$ cat config.mk
export PLATFORM = sky130hd
export DESIGN_NAME = debug_unit
export DESIGN_NICKNAME = d
export VERILOG_FILES = /design/src/rtl/debug_pkg.sv /design/src/rtl/debug_unit_word_tx.sv /design/src/rtl/debug_unit.sv
export SDC_FILE = /design/constraint.sdc
export NUM_CORES = 1
export LEC_CHECK = 0
export BUFFER_PORTS_ARGS = -buffer_cell sky130_fd_sc_hd__buf_2
export CAP_MARGIN = 20
export CORE_UTILIZATION = 40
export DETAILED_ROUTE_END_ITERATION = 8
export PLACE_DENSITY = 0.66
export SLEW_MARGIN = 20
export SYNTH_ARGS = -nofsm -noshare
export SYNTH_HDL_FRONTEND = slang
export SYNTH_SLANG_ARGS = --single-unit
$ cat constraint.sdc
create_clock -name i_clk -period 1.95 [get_ports i_clk]
set_input_delay 0.195 -clock i_clk [delete_from_list [all_inputs] [get_ports i_clk]]
set_output_delay 0.195 -clock i_clk [all_outputs]
set_load 0.005 [all_outputs]
$ cat src/rtl/debug_pkg.sv
// Shared constants and state encoding for the UART debug controller.
package debug_pkg;

    localparam logic [7:0] CMD_LOAD = 8'h4C;
    localparam logic [7:0] CMD_RUN  = 8'h43;
    localparam logic [7:0] CMD_STEP = 8'h53;
    localparam logic [7:0] CMD_PRST = 8'h52;

    localparam int DUMP_WORDS     = 33;
    localparam int BYTES_PER_WORD = 4;

    typedef enum logic [3:0] {
        S_IDLE,
        S_LOAD_LEN,
        S_LOAD_BYTE,
        S_LOAD_END,
        S_PRST,
        S_RUN,
        S_STEP,
        S_DUMP_FETCH,
        S_DUMP_LATCH,
        S_DUMP_SEND
    } state_t;

endpackage

$ cat src/rtl/debug_unit_word_tx.sv
// Serialises one word into bytes, MSB first, over a start/done byte handshake.
module dbg_word_tx
    import debug_pkg::*;
#(
    parameter int NB_DATA = 32,
    parameter int NB_BYTE = 8
) (
    input  logic               clk,
    input  logic               reset,
    input  logic               start,
    input  logic [NB_DATA-1:0] word,
    output logic [NB_BYTE-1:0] tx_data,
    output logic               tx_start,
    input  logic               tx_done,
    output logic               done
);

    logic               busy;
    logic [1:0]         cnt;
    logic [NB_DATA-1:0] sr;
    logic               start_q;
    logic               done_q;

    always_ff @(posedge clk) begin
        if (reset) begin
            busy    <= 1'b0;
            cnt     <= '0;
            sr      <= '0;
            start_q <= 1'b0;
            done_q  <= 1'b0;
        end else begin
            start_q <= 1'b0;
            done_q  <= 1'b0;
            if (!busy && start) begin
                sr      <= word;
                cnt     <= '0;
                busy    <= 1'b1;
                start_q <= 1'b1;
            end else if (busy && tx_done) begin
                if (cnt == 2'(BYTES_PER_WORD - 1)) begin
                    busy   <= 1'b0;
                    done_q <= 1'b1;
                end else begin
                    sr      <= sr << NB_BYTE;
                    cnt     <= cnt + 2'd1;
                    start_q <= 1'b1;
                end
            end
        end
    end

    // The top byte of the shift register stays put until the next done.
    assign tx_data  = sr[NB_DATA-1 -: NB_BYTE];
    assign tx_start = start_q;
    assign done     = done_q;

endmodule

$ cat src/rtl/debug_unit.sv
// Command FSM: instruction memory loader, run/step control and state dump.
module debug_unit
    import debug_pkg::*;
#(
    parameter int NB_DATA      = 32,
    parameter int NB_BYTE      = 8,
    parameter int NB_IMEM_ADDR = 10,
    parameter int NB_REG_ADDR  = 5
) (
    input  logic                    i_clk,
    input  logic                    i_reset,
    input  logic [NB_BYTE-1:0]      i_rx_data,
    input  logic                    i_rx_valid,
    output logic [NB_BYTE-1:0]      o_tx_data,
    output logic                    o_tx_start,
    input  logic                    i_tx_done,
    output logic                    o_imem_w_en,
    output logic [NB_IMEM_ADDR-1:0] o_imem_w_addr,
    output logic [NB_DATA-1:0]      o_imem_w_data,
    output logic                    o_pipe_enable,
    output logic                    o_pipe_reset,
    input  logic                    i_halt,
    input  logic [NB_DATA-1:0]      i_pc,
    output logic [NB_REG_ADDR-1:0]  o_reg_r_addr,
    input  logic [NB_DATA-1:0]      i_reg_r_data
);

    state_t                  state;
    state_t                  state_next;
    logic [NB_BYTE-1:0]      words_left;
    logic [1:0]              byte_cnt;
    logic [NB_DATA-1:0]      word_sr;
    logic [NB_IMEM_ADDR-1:0] w_addr;
    logic                    w_en;
    logic [5:0]              word_idx;
    logic                    tx_go;
    logic                    tx_word_done;
    logic [NB_DATA-1:0]      tx_word;
    logic                    word_end;

    assign word_end = byte_cnt == 2'(BYTES_PER_WORD - 1);

    always_ff @(posedge i_clk) begin
        if (i_reset) state <= S_IDLE;
        else         state <= state_next;
    end

    always_comb begin
        state_next = state;
        tx_go      = 1'b0;
        case (state)
            S_IDLE: begin
                if (i_rx_valid) begin
                    if (i_rx_data == CMD_LOAD)      state_next = S_LOAD_LEN;
                    else if (i_rx_data == CMD_RUN)  state_next = S_RUN;
                    else if (i_rx_data == CMD_STEP) state_next = S_STEP;
                    else if (i_rx_data == CMD_PRST) state_next = S_PRST;
                end
            end
            S_LOAD_LEN: begin
                if (i_rx_valid) begin
                    if (i_rx_data == '0) state_next = S_IDLE;
                    else                 state_next = S_LOAD_BYTE;
                end
            end
            S_LOAD_BYTE: begin
                if (i_rx_valid && word_end && words_left == NB_BYTE'(1))
                    state_next = S_LOAD_END;
            end
            S_LOAD_END:   state_next = S_PRST;
            S_PRST:       state_next = S_IDLE;
            S_RUN: begin
                if (i_halt) state_next = S_DUMP_FETCH;
            end
            S_STEP:       state_next = S_DUMP_FETCH;
            S_DUMP_FETCH: state_next = S_DUMP_LATCH;
            S_DUMP_LATCH: begin
                tx_go      = 1'b1;
                state_next = S_DUMP_SEND;
            end
            S_DUMP_SEND: begin
                if (tx_word_done) begin
                    if (word_idx == 6'(DUMP_WORDS - 1)) state_next = S_IDLE;
                    else                                state_next = S_DUMP_FETCH;
                end
            end
            default:      state_next = S_IDLE;
        endcase
    end

    always_ff @(posedge i_clk) begin
        if (i_reset) begin
            words_left <= '0;
            byte_cnt   <= '0;
            word_sr    <= '0;
            w_addr     <= '0;
            w_en       <= 1'b0;
            word_idx   <= '0;
        end else begin
            w_en <= 1'b0;
            if (w_en) w_addr <= w_addr + 1'b1;
            case (state)
                S_IDLE: begin
                    w_addr   <= '0;
                    byte_cnt <= '0;
                    word_idx <= '0;
                end
                S_LOAD_LEN: begin
                    if (i_rx_valid) words_left <= i_rx_data;
                end
                S_LOAD_BYTE: begin
                    if (i_rx_valid) begin
                        word_sr  <= {word_sr[NB_DATA-NB_BYTE-1:0], i_rx_data};
                        byte_cnt <= byte_cnt + 2'd1;
                        if (word_end) begin
                            w_en       <= 1'b1;
                            words_left <= words_left - 1'b1;
                        end
                    end
                end
                S_DUMP_SEND: begin
                    if (tx_word_done) word_idx <= word_idx + 6'd1;
                end
                default: ;
            endcase
        end
    end

    // Word 0 of the dump is the PC; word k reads register k-1.
    assign tx_word = (word_idx == '0) ? i_pc : i_reg_r_data;

    always_comb begin
        o_reg_r_addr = '0;
        if (word_idx != '0) o_reg_r_addr = NB_REG_ADDR'(word_idx - 6'd1);
    end

    assign o_imem_w_en   = w_en;
    assign o_imem_w_addr = w_addr;
    assign o_imem_w_data = word_sr;
    assign o_pipe_enable = (state == S_RUN || state == S_STEP) && !i_halt;
    assign o_pipe_reset  = state == S_PRST;

    dbg_word_tx #(
        .NB_DATA(NB_DATA),
        .NB_BYTE(NB_BYTE)
    ) u_word_tx (
        .clk     (i_clk),
        .reset   (i_reset),
        .start   (tx_go),
        .word    (tx_word),
        .tx_data (o_tx_data),
        .tx_start(o_tx_start),
        .tx_done (i_tx_done),
        .done    (tx_word_done)
    );

endmodule

# Word level (Yosys, flattened, before mapping)
# Index checks and enable logic that the tools add are counted.
[op_classes]
mux = 34
bitwise = 4
addsub = 6
n_eq_ne = 26
reduce_logical = 29
[op_table]
columns = ["cell", "n"]
rows = [
  ["$mux W32", 4],
  ["$mux W4", 9],
  ["$pmux W4 S9", 1],
  ["$eq A8 B7 Y1 const B", 4],
  ["$mux W8", 3],
  ["$eq A4 B3 Y1 const B", 4],
  ["$pmux W8 S2", 1],
  ["$ne A2 B2 Y1 const B", 6],
  ["$pmux W6 S2", 1],
  ["$reduce_and A2 Y1", 6],
  ["$add A10 B1 Y10 const B", 1],
  ["$reduce_bool A2 Y1", 5],
  ["$mux W1", 9],
  ["$eq A4 B2 Y1 const B", 2],
  ["$eq A4 B4 Y1 const B", 2],
  ["$eq A8 B1 Y1 const B", 1],
  ["$logic_not A8 Y1", 1],
  ["$sub A8 B1 Y8 const B", 1],
  ["$add A6 B1 Y6 const B", 1],
  ["$eq A6 B6 Y1 const B", 1],
  ["$logic_not A6 Y1", 1],
  ["$mux W6", 1],
  ["$reduce_and A6 Y1", 1],
  ["$reduce_bool A6 Y1", 1],
  ["18 further kinds", 32],
]
[totals]
wordCells = 111
regBits = 100
output_inout_bits = 59
in_bits = 77

# Depth between registers and ports, before layout
# Gate-level depths: netlist of run 1.
[logic_depth]
word_depth = 7
ltp_mapped = 9

# By module
# A second synthesis of run 1 with hierarchy kept.
[hier_totals]
cells_unflattened = 618
hier_area_um2 = 5129.9
[by_module_without_submodules]
columns = ["module", "area_each_um2", "seq_area_each_um2", "cells_each", "instances"]
rows = [
  ["debug_unit", 3390.8, 1261.2, 420, 1],
  ["dbg_word_tx", 1739.2, 740.7, 198, 1],
]

# Worst setup path after synthesis of run 1
# No wires, ideal clock.
[synth_timing]
path_kind = "reg2reg"
start = "reg word_idx[0]"
end = "reg u_word_tx.sr[6]"
required_time_ns = 1.818
period_less_slack_ns = 1.831
setup_ns = 0.132
stages_incl_launch_ff = 10
slack_ns = 0.119
arrival_ns = 1.699
cell_sequence = "dfxtp_1 > inv_1 > ha_1 > nor4b_4 > and2b_1 > buf_4 > buf_6 > mux2_2 > nand2_1 > a21oi_1"
[synth_via]
elab_chain_len = 3
[synth_rtl]
columns = ["item", "line_no", "text"]
rows = [
  ["start, declared", "debug_unit.sv:35", "logic [5:0] word_idx;"],
  ["start signal, assigned", "debug_unit.sv:122", "if (tx_word_done) word_idx <= word_idx + 6'd1;"],
  ["$logic_not A6 Y1", "debug_unit.sv:130", "assign tx_word = (word_idx == '0) ? i_pc : i_reg_r_data;"],
  ["$mux W32", "debug_unit.sv:130", ""],
  ["$mux W32", "debug_unit_word_tx.sv:34", "if (!busy && start) begin"],
  ["end signal, assigned", "debug_unit_word_tx.sv:35", "sr <= word;"],
  ["end signal, assigned", "debug_unit_word_tx.sv:44", "sr <= sr << NB_BYTE;"],
  ["end, declared", "debug_unit_word_tx.sv:20", "logic [NB_DATA-1:0] sr;"],
]
# No other way between the ends.
# A chain may end at the register's enable or synchronous reset.

# Worst setup path in the final report of run 1
[layout_timing]
start = "reg words_left[1]"
end = "reg words_left[6]"
[layout_via]
elab_chain_len = 4
[layout_rtl]
columns = ["item", "line_no", "text"]
rows = [
  ["start, declared", "debug_unit.sv:30", "logic [NB_BYTE-1:0] words_left;"],
  ["start signal, assigned", "debug_unit.sv:109", "if (i_rx_valid) words_left <= i_rx_data;"],
  ["start signal, assigned", "debug_unit.sv:117", "words_left <= words_left - 1'b1;"],
  ["$sub A8 B1 Y8", "debug_unit.sv:117", ""],
  ["$mux W8", "debug_unit.sv:115", "if (word_end) begin"],
  ["$mux W8", "debug_unit.sv:112", "if (i_rx_valid) begin"],
  ["$pmux W8 S2", "debug_unit.sv:102", "case (state)"],
]
# No other way between the ends. The select of a mux whose other input is x is not followed.

==> run metrics, run 1 <==
Critical Path Fanout Max 4; Layout Utilization 0.524; Placed Instances 862; RSZ-0062 raised after global routing false; Area growth syn-to-layout 26.2%; initial antenna violation count 0; unique cell type count in the Yosys netlist 58; deepest clock path buffer count 2; Hold WC Path Type input pin to flop; design area 0.00635 sq mm; final setup fails 0; TritonRoute pass-1 iters 4; post-synthesis mux area share 0.123; post-synthesis simple-gate area fraction 0.220; CP required 2.19 ns; Fmax 0.527 GHz; Switching Share 0.212; layout cell share with drive strength beyond 1 0.345; total power 4.18 mW; Total Routing Usage GR 0.185; Worst-Margin Slew around 0.41 ns; Die H 114 um; Die Width 114 um; DRT antenna net count 0; area share of fa/ha/maj cells after synthesis 0.0174; CP Capture Type flop; Nets 801; gr busiest metal met2; number of clock sinks 100; Vias per Instance 5.05; Final Cycle Share 0.973; # DRC 0; PD cells between 600 and 700 mW/mm^2; RD Place Congestion 0.867; Routed WL per cell around 14 um; Synth Area in Compound Gates 0.149; CTS tree yes; DP Worst Slack 0.0587 ns; GR Layer Usage met1 0.236; latest clock arrival within the worst-skew pair 0.35 ns; clock network fraction of design power 0.468; kind of critical path flop to flop; max-cap viol count 0; outcome finished, final reports clean; Final Hold Vio Count 0; yosys warns 0; post-DP HPWL 8.38 mm; IR drop worst, VDD around 330 uV; startpoint types flop; Reg power frac 0.488; FP Rows 40; Initial Util 0.415; htree depth 3; syn nets 672; setup ws final around 0.054 ns; Num CTS Buffers 9; minimum clock period after layout roughly 1.9 ns; xor-xnor portion of the synthesized cell area 0.0296; Seq cells post-synth 100; Congestion Overflow GR 0; vias in the first global route a little over 4000; post-synthesis sequential area ratio 0.398; # diodes 0; logic gate share of total power 0.043; met2 usage 0.303; Post-Synthesis Cells 588; arrival time worst endpoint between 2 and 2.5 ns; Port Buffers approximately 140; routed vias 4497; Leak 2.75 nW; TNS Setup 0 ns; # IOs 136; Die Area 0.0130 sq mm; Mapped Area 0.00503 sq mm; Post-synth ARST share 0; Core Region 0.0121 sq mm; Mean Syn Cell Area 8.55 sq um; first-pass GRT wire length 19.2 mm; EDFF count, synth 0; flop-to-flop setup slack 0.05 ns; Final Max Slew Viols 0; met3 Usage GRT 0.0334; switching power 0.887 mW; Clk pin slew, worst setup/hold paths 0.07 ns; combinational family with the most area after synthesis simple AND/OR/NAND/NOR gates; Root Buffer clkbuf_16; skew final ~0.011 ns; WHS about 0.12 ns; Post-Route WL roughly 12 mm; dominant synthesized flop cell dfxtp_1; relative slew slack 0.725; largest net degree at the start of global routing 60; DR iter-0 viols 167; internal power 3.29 mW; fin cells 890; DP Area slightly below 0.006 sq mm
Yosys cell counts, types with 3 or more instances:
library cell / number / area, sq um
dfxtp_1: 100 / 2000
nand2_1: 88 / 330
nor2_1: 79 / 297
a21oi_1: 60 / 300
mux2_2: 32 / 360
mux2i_1: 26 / 260
a211oi_1: 24 / 180
clkbuf_1: 18 / 67.6
buf_2: 15 / 75.1
nand3_1: 15 / 75.1
buf_4: 14 / 105
xor2_1: 10 / 87.6
inv_1: 8 / 30.0
ha_1: 7 / 87.6
nor3_1: 7 / 35.0
xnor2_1: 7 / 61.3
o21ai_0: 5 / 25.0
nand3b_1: 4 / 30.0
nand4_1: 4 / 25.0
a211oi_2: 3 / 37.5
and3_1: 3 / 18.8
buf_6: 3 / 33.8
nor2b_1: 3 / 18.8
nor3b_1: 3 / 22.5
nor4b_4: 3 / 71.3
o211ai_1: 3 / 22.5
o22ai_1: 3 / 18.8
or2_2: 3 / 18.8
final timing paths:
kind / startpoint / endpoint / cells past startpoint
setup / recovery: words_left[1]$_SDFFE_PP0P_ / words_left[6]$_SDFFE_PP0P_ / 7
hold / removal: i_tx_done / u_word_tx.done$_SDFF_PP0_ / 3
setup reg to reg: words_left[1]$_SDFFE_PP0P_ / words_left[6]$_SDFFE_PP0P_ / 7
hold reg to reg: o_imem_w_data[26]$_SDFFE_PP0P_ / o_imem_w_data[26]$_SDFFE_PP0P_ / 2
power groups by stage:
stage	Clock, mW	Combinational (mW)	Sequential [mW]
after floorplan	0	0.0727	2.09
after global placement	0	0.176	2.09
after detailed placement	0	0.177	2.09
after CTS	2.00	0.178	2.04
after global routing	2.08	0.200	2.04
final	1.96	0.181	2.04
registers in the layout, indices dropped and copies added (netlist names), 2 cells and up:
name,cells
o_imem_w_data,32
u_word_tx.sr,32
o_imem_w_addr,10
words_left,8
word_idx,6
state,4
byte_cnt,2
u_word_tx.cnt,2
critical path, cell delays in order, from the launching register on:
cell	delay (ns)
dfxtp_2	0.34
inv_1	0.08
ha_2	0.18
or3b_2	0.47
or3_4	0.34
o22a_1	0.19
o22ai_1	0.13
nor2_1	0.05
layout make-up:
class,instances,area (sq um)
clock inverters,6,86.3
flip-flops and latches,100,2010
inverters,8,30.0
clock buffers,10,239
repair buffers,169,1010
fillers,1156,5770
well taps,168,210
multi-input cells,429,2760
routing by layer:
| layer | wire length [um] | part of all wire |
|---|---|---|
| met1 | 5610 | 0.46 |
| met2 | 5730 | 0.47 |
| met3 | 512 | 0.042 |
| met4 | 276 | 0.023 |
| met5 | 0 | 0 |
cells by family after synthesis:
logic type,after synthesis
buffers and inverters,59
AOI/OAI and AO/OA,116
and+or+nand+nor,231
muxes,58
DFF,100
adders and majority gates,7
xor gates and xnor gates,17
layout by cell type (no fill, tap or decap), drive strengths merged, types with 4 or more instances in the layout:
cell | Yosys | routed
a211oi | 27 | 27
a21oi | 61 | 61
buf | 32 | 168
clkbuf | 19 | 11
dfxtp | 100 | 100
ha | 7 | 7
inv | 8 | 9
mux2 | 32 | 32
mux2i | 26 | 26
nand2 | 88 | 88
nand3 | 15 | 15
nand3b | 4 | 4
nand4 | 4 | 4
nor2 | 79 | 79
nor3 | 7 | 7
o21ai | 5 | 5
o22ai | 4 | 4
or2 | 5 | 5
xnor2 | 7 | 7
xor2 | 10 | 10
what timing repair did:
item,4_1_cts,5_1_grt
gates cloned,1,1
hold buffers,0,0
gates resized for setup,5,15
pin swaps,0,3
buffers inserted,3,8
setup endpoints to repair,4,36
No activity file was read; power rests on OpenSTA's default activity.
==> inputs of run 2 (changes only) <==
RECOVER_POWER = 50   (was unset)
==> run 2 against run 1 <==
Compared with the run above:
- critical path depth is 1 higher
- clock power hardly changed
- total power decreased by 0.16%
- register-to-register slack hardly changed
- die area unchanged
- critical endpoint is now o_reg_r_addr[1]
- largest power group unchanged
==> run metrics, run 2 (same netlist as run 1, synthesis figures left out) <==
Nets 801 (unchanged); Initial Util 0.415 (unchanged); DR iter-0 viols 181 (+8.4%); startpoint types flop; Placed Instances 862 (unchanged); routed vias 4496 (-0.022%); largest net degree at the start of global routing 60 (unchanged); final setup fails 0 (unchanged); Area growth syn-to-layout 25.3%; commonest cells after routing, fill and taps aside buf_2 (112), dfxtp_1 (96), nand2_1 (88), nor2_1 (79), a21oi_1 (59); relative slew slack 0.732 (+0.00690); Congestion Overflow GR 0 (unchanged); Hold WC Path Type input pin to flop; CP Capture Type output pin; minimum clock period after layout 1.89 ns (-0.00189 ns); Critical Path Fanout Max 5 (+1); TritonRoute pass-1 iters 4 (unchanged); TNS Setup 0 ns (unchanged); latest clock arrival within the worst-skew pair 0.35 ns (about the same); CTS tree yes; outcome finished, final reports clean; IR drop worst, VDD 327 uV (-2.0%); # IOs 136 (unchanged); Num CTS Buffers 9 (unchanged); layout cell share with drive strength beyond 1 0.310 (-0.0346); commonest non-fill, non-tap cell in the layout buf_2; FP Rows 40 (unchanged); vias in the first global route 4132 (unchanged); deepest clock path buffer count 2 (unchanged); Die Width 114 um (unchanged); number of clock sinks 100 (unchanged); filler cell count 1168 (+1.0%); Total Routing Usage GR 0.185 (unchanged); CP required 1.75 ns (-0.44 ns); switching power 0.881 mW (-0.72%); Reg power frac 0.489 (about the same); Switching Share 0.211 (-0.00119); initial antenna violation count 0 (unchanged); Root Buffer clkbuf_16; internal power 3.29 mW (about the same); WHS 0.120 ns (+0.00331 ns); Port Buffers 135 (unchanged); Routed WL per cell 13.6 um (about the same); Fmax 0.528 GHz (about the same); skew final 0.00978 ns (-0.000777 ns); Core Region 0.0121 sq mm (unchanged); fin cells 890 (unchanged); kind of critical path flop to output pin; Vias per Instance 5.05 (about the same); Die H 114 um (unchanged); hold_buf cts 0 (unchanged); Final Hold Vio Count 0 (unchanged); Final Max Slew Viols 0 (unchanged); # DRC 0 (unchanged); Die Area 0.0130 sq mm (unchanged); Worst-Margin Slew 0.401 ns (-0.0115 ns); RD Place Congestion 0.867 (unchanged); # diodes 0 (unchanged); first-pass GRT wire length 19.2 mm (unchanged); logic gate share of total power 0.044 (about the same); post-DP HPWL 8.38 mm (unchanged); Post-Route WL 12.1 mm (about the same); RSZ-0062 raised after global routing false; PD cells 662 mW/mm^2 (+0.50%); arrival time worst endpoint 1.70 ns (-0.44 ns); clock network fraction of design power 0.467 (about the same); DRT antenna net count 0 (unchanged); max-cap viol count 0 (unchanged); Final Cycle Share 0.972 (about the same); Clk pin slew, worst setup/hold paths 0.06 ns (about the same); Leak 2.64 nW (-4.1%); htree depth 3 (unchanged)
==> run 2: changes by cell type in the layout (fill, tap and decap cells not counted), sizes merged <==
cell    change
buf        -26
clkbuf     +26
==> run 2: layout make-up <==
class / count / area (sq um) / share of cell area
Sequential cell: 100 / 2010 / 0.318
Tap cell: 168 / 210 / 0.0333
Multi-Input combinational cell: 429 / 2760 / 0.438
Timing Repair Buffer: 169 / 972 / 0.154
Clock inverter: 6 / 86.3 / 0.0137
Clock buffer: 10 / 239 / 0.0379
Inverter: 8 / 30.0 / 0.00476
==> run 2: power by group through the flow <==
stage	clock, mW	sequential (mW)	combinational, mW
6_report	1.95	2.04	0.182
5_1_grt	2.08	2.04	0.200
4_1_cts	2.00	2.04	0.178
3_5_place_dp	0	2.09	0.177
3_3_place_gp	0	2.09	0.176
2_1_floorplan	0	2.09	0.0727
==> run 2: per-layer routing <==
layer / part of all wire / GRT usage / vias to the layer above
met5: 0 / 0 / -
met4: 0.019 / 0.0848 / 0
met3: 0.034 / 0.0334 / 18
met2: 0.47 / 0.303 / 97
met1: 0.47 / 0.236 / 2093
li1: - / - / 2288
==> run 2: worst max-delay path, cell delays in order (launching register included) <==
cell and delay, ns:
dfxtp_2 0.35, inv_2 0.06, ha_4 0.16, nor4b_4 0.12, and2b_2 0.23, buf_12 0.13, buf_8 0.11, nor2_1 0.08
buf_2 0.11
==> run 2: worst paths after layout <==
path | slack (ns) | startpoint | depth (start not counted) | end
max reg2reg | 0.06 | words_left[1]$_SDFFE_PP0P_ | 7 | words_left[6]$_SDFFE_PP0P_
min reg2reg | 0.45 | o_imem_w_data[26]$_SDFFE_PP0P_ | 2 | o_imem_w_data[26]$_SDFFE_PP0P_
min | 0.12 | i_tx_done | 3 | u_word_tx.done$_SDFF_PP0_
max | 0.06 | word_idx[1]$_SDFFE_PP0P_ | 8 | o_reg_r_addr[1]
==> run 2: timing repair <==
action                                 in CTS  in global routing
endpoints found under the hold margin       0                  0
gates resized for setup                     5                 15
setup endpoints to repair                   4                 36
buffers inserted                            3                  8
gates cloned                                1                  1
pin swaps                                   0                  3
==> run 2: through the flow <==
step / setup WS (ns) / power, mW / utilization / cell area [sq um]
2_1_floorplan: 0.119 / 2.16 / - / 5030
3_3_place_gp: 0.105 / 2.27 / 0.484 / 5860
3_5_place_dp: 0.0587 / 2.27 / 0.484 / 5860
4_1_cts: 0.00291 / 4.22 / 0.516 / 6250
5_1_grt: 0.00591 / 4.32 / 0.521 / 6300
6_report: 0.0554 / 4.17 / 0.521 / 6300
